## config.mk

```make
export PLATFORM = sky130hd
export DESIGN_NAME = avaliador_polinomio_flat
export DESIGN_NICKNAME = d
export VERILOG_FILES = /design/src/rtl/avaliador_polinomio_pkg.sv /design/src/rtl/avaliador_polinomio_if.sv /design/src/rtl/avaliador_operativo.sv /design/src/rtl/avaliador_polinomio.sv /design/src/flat_wrapper.sv
export SDC_FILE = /design/constraint.sdc
export NUM_CORES = 1
export LEC_CHECK = 0
export CORE_MARGIN = 4
export CORE_UTILIZATION = 60
export DETAILED_ROUTE_END_ITERATION = 16
export PLACE_DENSITY = 0.82
export REMOVE_ABC_BUFFERS = 1
export SYNTH_ARGS = -nofsm -noshare
export SYNTH_HDL_FRONTEND = slang
export SYNTH_SLANG_ARGS = --single-unit
```

## constraint.sdc

```tcl
create_clock -name clk -period 6.8 [get_ports clk]
set_clock_uncertainty 0.05 [all_clocks]
set_input_delay 1.02 -clock clk [delete_from_list [all_inputs] [get_ports clk]]
set_output_delay 1.02 -clock clk [all_outputs]
set_load 0.02 [all_outputs]
```

## src/rtl/avaliador_polinomio_pkg.sv

```systemverilog
// Shared types and helpers for the Horner polynomial evaluator.
// Holds the control state encoding, the run-time degree clamp and the degree-width helper.
package avaliador_pkg;

    typedef enum logic [2:0] {
        OCIOSO,
        CARREGA,
        MULT,
        SOMA,
        FIM
    } estado_t;

    // Width of the grau port: max(1, clog2(deg+1)).
    function automatic int grau_width(input int deg);
        return (deg + 1 > 2) ? $clog2(deg + 1) : 1;
    endfunction

    function automatic int clamp_grau(input int g, input int max_deg);
        return (g > max_deg) ? max_deg : g;
    endfunction

endpackage

```

## src/rtl/avaliador_polinomio_if.sv

```systemverilog
// Start/operand/result bundle of the polynomial evaluator.
// The sequencer or bench drives it through master; the evaluator uses slave.
interface avaliador_polinomio_if #(
    parameter int XW  = 8,
    parameter int DW  = 16,
    parameter int DEG = 2
) ();
    import avaliador_pkg::*;

    localparam int GW = grau_width(DEG);

    logic                  inicio;
    logic [XW-1:0]         X;
    logic [(DEG+1)*DW-1:0] coef;
    logic [GW-1:0]         grau;
    logic [DW-1:0]         resultado;
    logic                  estouro;
    logic                  pronto;
    logic                  comecou;

    modport master (
        output inicio, X, coef, grau,
        input  resultado, estouro, pronto, comecou
    );

    modport slave (
        input  inicio, X, coef, grau,
        output resultado, estouro, pronto, comecou
    );

endinterface

```

## src/rtl/avaliador_operativo.sv

```systemverilog
// Datapath of the evaluator: operand registers, Horner accumulator, multiplier,
// adder, coefficient select and the sticky overflow flag.
module avaliador_operativo
    import avaliador_pkg::*;
#(
    parameter int XW  = 8,
    parameter int DW  = 16,
    parameter int DEG = 2,
    parameter int GW  = grau_width(DEG)
) (
    input  logic                  clk,
    input  logic                  reset,
    input  logic                  ld_op,
    input  logic                  ld_acc,
    input  logic                  ld_prod,
    input  logic                  ld_soma,
    input  logic                  ld_res,
    input  logic [XW-1:0]         x_in,
    input  logic [(DEG+1)*DW-1:0] coef_in,
    input  logic [GW-1:0]         grau_in,
    output logic                  g_zero,
    output logic                  idx_um,
    output logic [DW-1:0]         resultado,
    output logic                  estouro
);

    logic [XW-1:0]         x_reg;
    logic [(DEG+1)*DW-1:0] coef_reg;
    logic [GW-1:0]         g_reg;
    logic [GW-1:0]         idx;
    logic [GW-1:0]         sel_idx;
    logic [DW-1:0]         acc;
    logic [DW+XW-1:0]      prod;
    logic [DW+XW-1:0]      prod_full;
    logic [DW-1:0]         coef_sel;
    logic [DW:0]           soma_full;
    logic [DW-1:0]         acc_nxt;
    logic                  ovf;
    logic                  ovf_nxt;

    // CARREGA picks the leading coefficient; SOMA picks the next lower one.
    assign sel_idx = ld_acc ? g_reg : idx - GW'(1);

    always_comb begin
        coef_sel = '0;
        for (int k = 0; k <= DEG; k++) begin
            if (int'(sel_idx) == k) coef_sel = coef_reg[k*DW +: DW];
        end
    end

    assign prod_full = (DW+XW)'(acc) * (DW+XW)'(x_reg);
    assign soma_full = {1'b0, prod[DW-1:0]} + {1'b0, coef_sel};

    // Result registers take the value the accumulator is about to hold, so they
    // are valid in the FIM cycle whichever state leads there.
    assign acc_nxt = ld_acc ? coef_sel : soma_full[DW-1:0];
    assign ovf_nxt = ovf | (ld_soma & soma_full[DW]);

    assign g_zero = (g_reg == '0);
    assign idx_um = (idx == GW'(1));

    always_ff @(posedge clk) begin
        if (!reset) begin
            x_reg     <= '0;
            coef_reg  <= '0;
            g_reg     <= '0;
            idx       <= '0;
            acc       <= '0;
            prod      <= '0;
            ovf       <= 1'b0;
            resultado <= '0;
            estouro   <= 1'b0;
        end else begin
            if (ld_op) begin
                x_reg    <= x_in;
                coef_reg <= coef_in;
                g_reg    <= grau_in;
                ovf      <= 1'b0;
            end
            if (ld_acc) begin
                acc <= coef_sel;
                idx <= g_reg;
            end
            if (ld_prod) begin
                prod <= prod_full;
                if (|prod_full[DW+XW-1:DW]) ovf <= 1'b1;
            end
            if (ld_soma) begin
                acc <= soma_full[DW-1:0];
                idx <= idx - GW'(1);
                if (soma_full[DW]) ovf <= 1'b1;
            end
            if (ld_res) begin
                resultado <= acc_nxt;
                estouro   <= ovf_nxt;
            end
        end
    end

endmodule

```

## src/rtl/avaliador_polinomio.sv

```systemverilog
// Multi-cycle unsigned polynomial evaluator (Horner): control FSM and handshake,
// driving the avaliador_operativo datapath through load strobes.
module avaliador_polinomio
    import avaliador_pkg::*;
#(
    parameter int XW  = 8,
    parameter int DW  = 16,
    parameter int DEG = 2
) (
    input logic                 clk,
    input logic                 reset,
    avaliador_polinomio_if.slave bus
);

    localparam int GW = grau_width(DEG);

    estado_t       estado;
    logic          comecou;
    logic          pronto;
    logic [GW-1:0] grau_c;
    logic          ld_op;
    logic          ld_acc;
    logic          ld_prod;
    logic          ld_soma;
    logic          ld_res;
    logic          g_zero;
    logic          idx_um;
    logic [DW-1:0] resultado;
    logic          estouro;

    assign grau_c = GW'(clamp_grau(int'(bus.grau), DEG));

    assign ld_op   = (estado == OCIOSO) && bus.inicio;
    assign ld_acc  = (estado == CARREGA);
    assign ld_prod = (estado == MULT);
    assign ld_soma = (estado == SOMA);
    assign ld_res  = (ld_acc && g_zero) || (ld_soma && idx_um);

    always_ff @(posedge clk) begin
        if (!reset) begin
            estado  <= OCIOSO;
            comecou <= 1'b0;
            pronto  <= 1'b0;
        end else begin
            comecou <= 1'b0;
            pronto  <= 1'b0;
            case (estado)
                OCIOSO: begin
                    if (bus.inicio) begin
                        estado  <= CARREGA;
                        comecou <= 1'b1;
                    end
                end
                CARREGA: begin
                    if (g_zero) begin
                        estado <= FIM;
                        pronto <= 1'b1;
                    end else begin
                        estado <= MULT;
                    end
                end
                MULT: estado <= SOMA;
                SOMA: begin
                    if (idx_um) begin
                        estado <= FIM;
                        pronto <= 1'b1;
                    end else begin
                        estado <= MULT;
                    end
                end
                FIM:     estado <= OCIOSO;
                default: estado <= OCIOSO;
            endcase
        end
    end

    avaliador_operativo #(
        .XW (XW),
        .DW (DW),
        .DEG(DEG),
        .GW (GW)
    ) u_operativo (
        .clk      (clk),
        .reset    (reset),
        .ld_op    (ld_op),
        .ld_acc   (ld_acc),
        .ld_prod  (ld_prod),
        .ld_soma  (ld_soma),
        .ld_res   (ld_res),
        .x_in     (bus.X),
        .coef_in  (bus.coef),
        .grau_in  (grau_c),
        .g_zero   (g_zero),
        .idx_um   (idx_um),
        .resultado(resultado),
        .estouro  (estouro)
    );

    assign bus.resultado = resultado;
    assign bus.estouro   = estouro;
    assign bus.pronto    = pronto;
    assign bus.comecou   = comecou;

endmodule

```

## src/flat_wrapper.sv

```systemverilog
// flat-port wrapper written by rule: the top's interface ports become plain ports
module avaliador_polinomio_flat import avaliador_pkg::*;
#(
    parameter int XW  = 8,
    parameter int DW  = 16,
    parameter int DEG = 2
)
  (clk, reset, bus_inicio, bus_X, bus_coef, bus_grau, bus_resultado, bus_estouro, bus_pronto, bus_comecou);
  avaliador_polinomio_if #(.XW(XW), .DW(DW), .DEG(DEG)) bus_i ();
  input logic clk;
  input logic reset;
  input wire logic [$bits(bus_i.inicio)-1:0] bus_inicio;
  input wire logic [$bits(bus_i.X)-1:0] bus_X;
  input wire logic [$bits(bus_i.coef)-1:0] bus_coef;
  input wire logic [$bits(bus_i.grau)-1:0] bus_grau;
  output wire logic [$bits(bus_i.resultado)-1:0] bus_resultado;
  output wire logic [$bits(bus_i.estouro)-1:0] bus_estouro;
  output wire logic [$bits(bus_i.pronto)-1:0] bus_pronto;
  output wire logic [$bits(bus_i.comecou)-1:0] bus_comecou;
  assign bus_i.inicio = bus_inicio;
  assign bus_i.X = bus_X;
  assign bus_i.coef = bus_coef;
  assign bus_i.grau = bus_grau;
  assign bus_resultado = bus_i.resultado;
  assign bus_estouro = bus_i.estouro;
  assign bus_pronto = bus_i.pronto;
  assign bus_comecou = bus_i.comecou;
  avaliador_polinomio #(.XW(XW), .DW(DW), .DEG(DEG)) u_core (.clk(clk), .reset(reset), .bus(bus_i));
endmodule
```

==> results.txt <==
post-synth top area cell - dfxtp_1
Die Footprint - 0.01757 sq mm
Post-CTS Resized - 0
slowest CP cell - dfxtp_1
worst hold stages - 2
fin nets - 1416
CTS tree - built
cts bufs inserted - 17
CP startpoint kind - flop
register bit total from synthesis - 115
CP Data Required Time - 7.02 ns
vias per cell - 5.748
Final WS setup - 1.432 ns
clk buf depth - 2
core region area - 0.01520 sq mm
fmax - 0.1863 GHz
post-CTS setup buffers - 0
P&R area growth vs syn - 15.73%
routability congestion estimate - 0.9399
largest net degree at the start of global routing - 61
clock slew at reported path FFs - 0.06 ns
RSZ-0062 raised after global routing - no
leakage power - 4.755 nW
Reg2Reg Depth - 18
H-Tree Level Count - 4
Fin Setup TNS - 0 ns
sequential area share after synthesis - 24.74%
slowest stage delay, CP - 0.65 ns
Largest delay share family, worst path - adder cells
peak supply drop - 0.1778 mV
First-pass DRT Iterations - 7
1st-iter DRT viols - 592
post-synthesis cell area - 0.009305 sq mm
row cnt - 45
vias in the first global route - 7939
max FFs per register - 48
fraction of registers with async set/reset - 0%
status - completed
crit path max fanout - 17
crit path capture type - flop
max_slew headroom - 12.60%
diode count - 0
Die Span Y - 132.5 um
sequential power share - 38.2%
dpl hpwl - 16.12 mm
combinational power share - 16.6%
Final Util - 70.84%
final hold viol count - 0
clock power share - 45.1%
Initial Util - 61.21%
first-pass GRT wire length - 38.01 mm
I/O pins - 80
Via Count - 8105
final worst-path cycle share - 78.94%
PwrDens - 186.8 mW/mm^2
Ys Warns - 0
final setup fails - 0
Max Cap Viol - 0
DRC - 0
GRT Residual Overflow - 0
WHS - 0.4051 ns
Synth top area share - 24.74%
antenna viol nets, final - 0
Synth Flop Type - dfxtp_1
worst hold path class - flop to flop
largest cells by area after synthesis - dfxtp_1 (25%), fa_1 (18%), nand2_1 (8.8%), ha_1 (8.2%), a21oi_1 (7.0%)
Netlist cell types - 54
root buf cell - clkbuf_16
Total GRT Usage - 26.17%
Worst-Skew Late Latency - 0.42 ns
Post-synth EDFFs - 0
CTS sink count - 115
Buf/Inv on CP - 3
pre-CTS WS - 1.492 ns
Levels on crit path - 18
cell chain of the critical path - nand2_1 > fa_1 > fa_1 > inv_1 > fa_1 > inv_1 > fa_1 > inv_1 > ha_1 > o21ai_1 > a2111oi_2 > nor2_1 > nand2_1 > a31oi_1 > or3_1 > a21oi_1 > and4b_1 > o221ai_1
Worst Max-Slew Pin Slew - 1.308 ns
cell count after synthesis - 1163
Slew Limit Fails - 0
initial antenna violation count - 0
critical path arrival - 5.58 ns
Tmin final - 5.368 ns
Top cell by count, worst path - fa_1
Sw Ratio - 29.30%
Mapped Avg Cell Area - 8.001 sq um
chip width - 132.5 um
Pint - 1.422 mW
DRT Wirelength - 22.51 mm
hold buffers post-CTS - 0
IO Port Bufs - 79
net load switching power - 0.5895 mW
Setup Crit Path Kind - flop to flop
routed length per instance - 15.97 um
overall power - 2.012 mW
share of cells above drive strength 1 - 4.173%
[layer usage]
layer / vias up / track usage [%] / part of all wire [%]
li1: 3950 / - / -
met1: 3813 / 35.02 / 43
met2: 311 / 41.63 / 47
met3: 31 / 8.099 / 8.8
met4: 0 / 6.582 / 1.3
met5: - / 0 / 0
[path summary, 6_finish.rpt]
path / slack, ns / start / end
worst min register to register: 0.41 / u_core.u_operativo.coef_reg[31] / u_core.u_operativo.coef_reg[31]
worst max-delay path: 1.43 / u_core.u_operativo.x_reg[7] / u_core.u_operativo.ovf
worst min-delay path: 0.41 / u_core.u_operativo.coef_reg[31] / u_core.u_operativo.coef_reg[31]
worst max register to register: 1.43 / u_core.u_operativo.x_reg[7] / u_core.u_operativo.ovf
[synthesized netlist by cell type, drive strengths merged, types with 13 or more instances]
master  number
o21ai       62
nand2      217
nand3       13
ha          61
xnor2       16
a211oi      15
dfxtp      115
and2        90
clkbuf      53
inv        105
a222oi      14
nor2        67
a21oi      130
fa          85
[through the flow]
stage / cells / instance area, sq um
global placement: 1378 / 10170
detailed placement: 1378 / 10170
CTS: 1410 / 10770
global route: 1410 / 10770
floorplan: 1103 / 9072
finish: 1410 / 10770
[layout by cell type (no fill, tap or decap), drive strengths merged, types with 6 or more instances in the layout]
master         instances
a211oi                15
a222oi                14
dfxtp                115
fa                    85
xnor2                 16
xor2                   6
a21o                  10
clkbuf                19
nand2                217
nand2b                11
nand3b                 8
o211ai                11
ha                    61
and2                  90
o21ai                 62
nor2                  67
nor3                  10
clkdlybuf4s50         79
a21oi                130
inv                  109
nand3                 13
buf                    8
[logic make-up after synthesis]
logic type      count (synthesis)  share of synthesized area (%)
simple gates                  439                          21.88
compound gates                271                          17.55
buf+inv                       165                          6.736
fa+ha+maj                     146                          26.49
flops                         115                          24.74
xor+xnor                       22                          2.071
mux                             5                         0.5379
[power groups by stage]
stage | logic [mW] | registers, mW | clock network, mW
finish | 0.334 | 0.769 | 0.908
global route | 0.373 | 0.776 | 0.945
CTS | 0.334 | 0.767 | 0.916
detailed placement | 0.328 | 0.781 | 0
global placement | 0.323 | 0.780 | 0
floorplan | 0.204 | 0.772 | 0
[final cells by class]
cell class | count | area (sq um)
repair buffers | 87 | 850.8
well taps | 188 | 235.2
clock inverters | 13 | 148.9
inverters | 105 | 394.1
flip-flops and latches | 115 | 2302
fillers | 1183 | 4433
clock buffers | 19 | 452.9
multi-input cells | 883 | 6385
[worst reg2reg max path, stage by stage, from the launching register on]
cell       delay [ns]
dfxtp_1          0.65
nand2_1          0.15
fa_1             0.53
fa_1             0.54
inv_1            0.06
fa_1             0.53
inv_1            0.06
fa_1             0.57
inv_1            0.05
ha_1             0.33
o21ai_1          0.12
a2111oi_2        0.47
nor2_1           0.13
nand2_1          0.10
a31oi_1          0.09
or3_1            0.33
a21oi_1          0.14
and4b_1          0.21
o221ai_1         0.11
(Power assumes the default switching activity.)
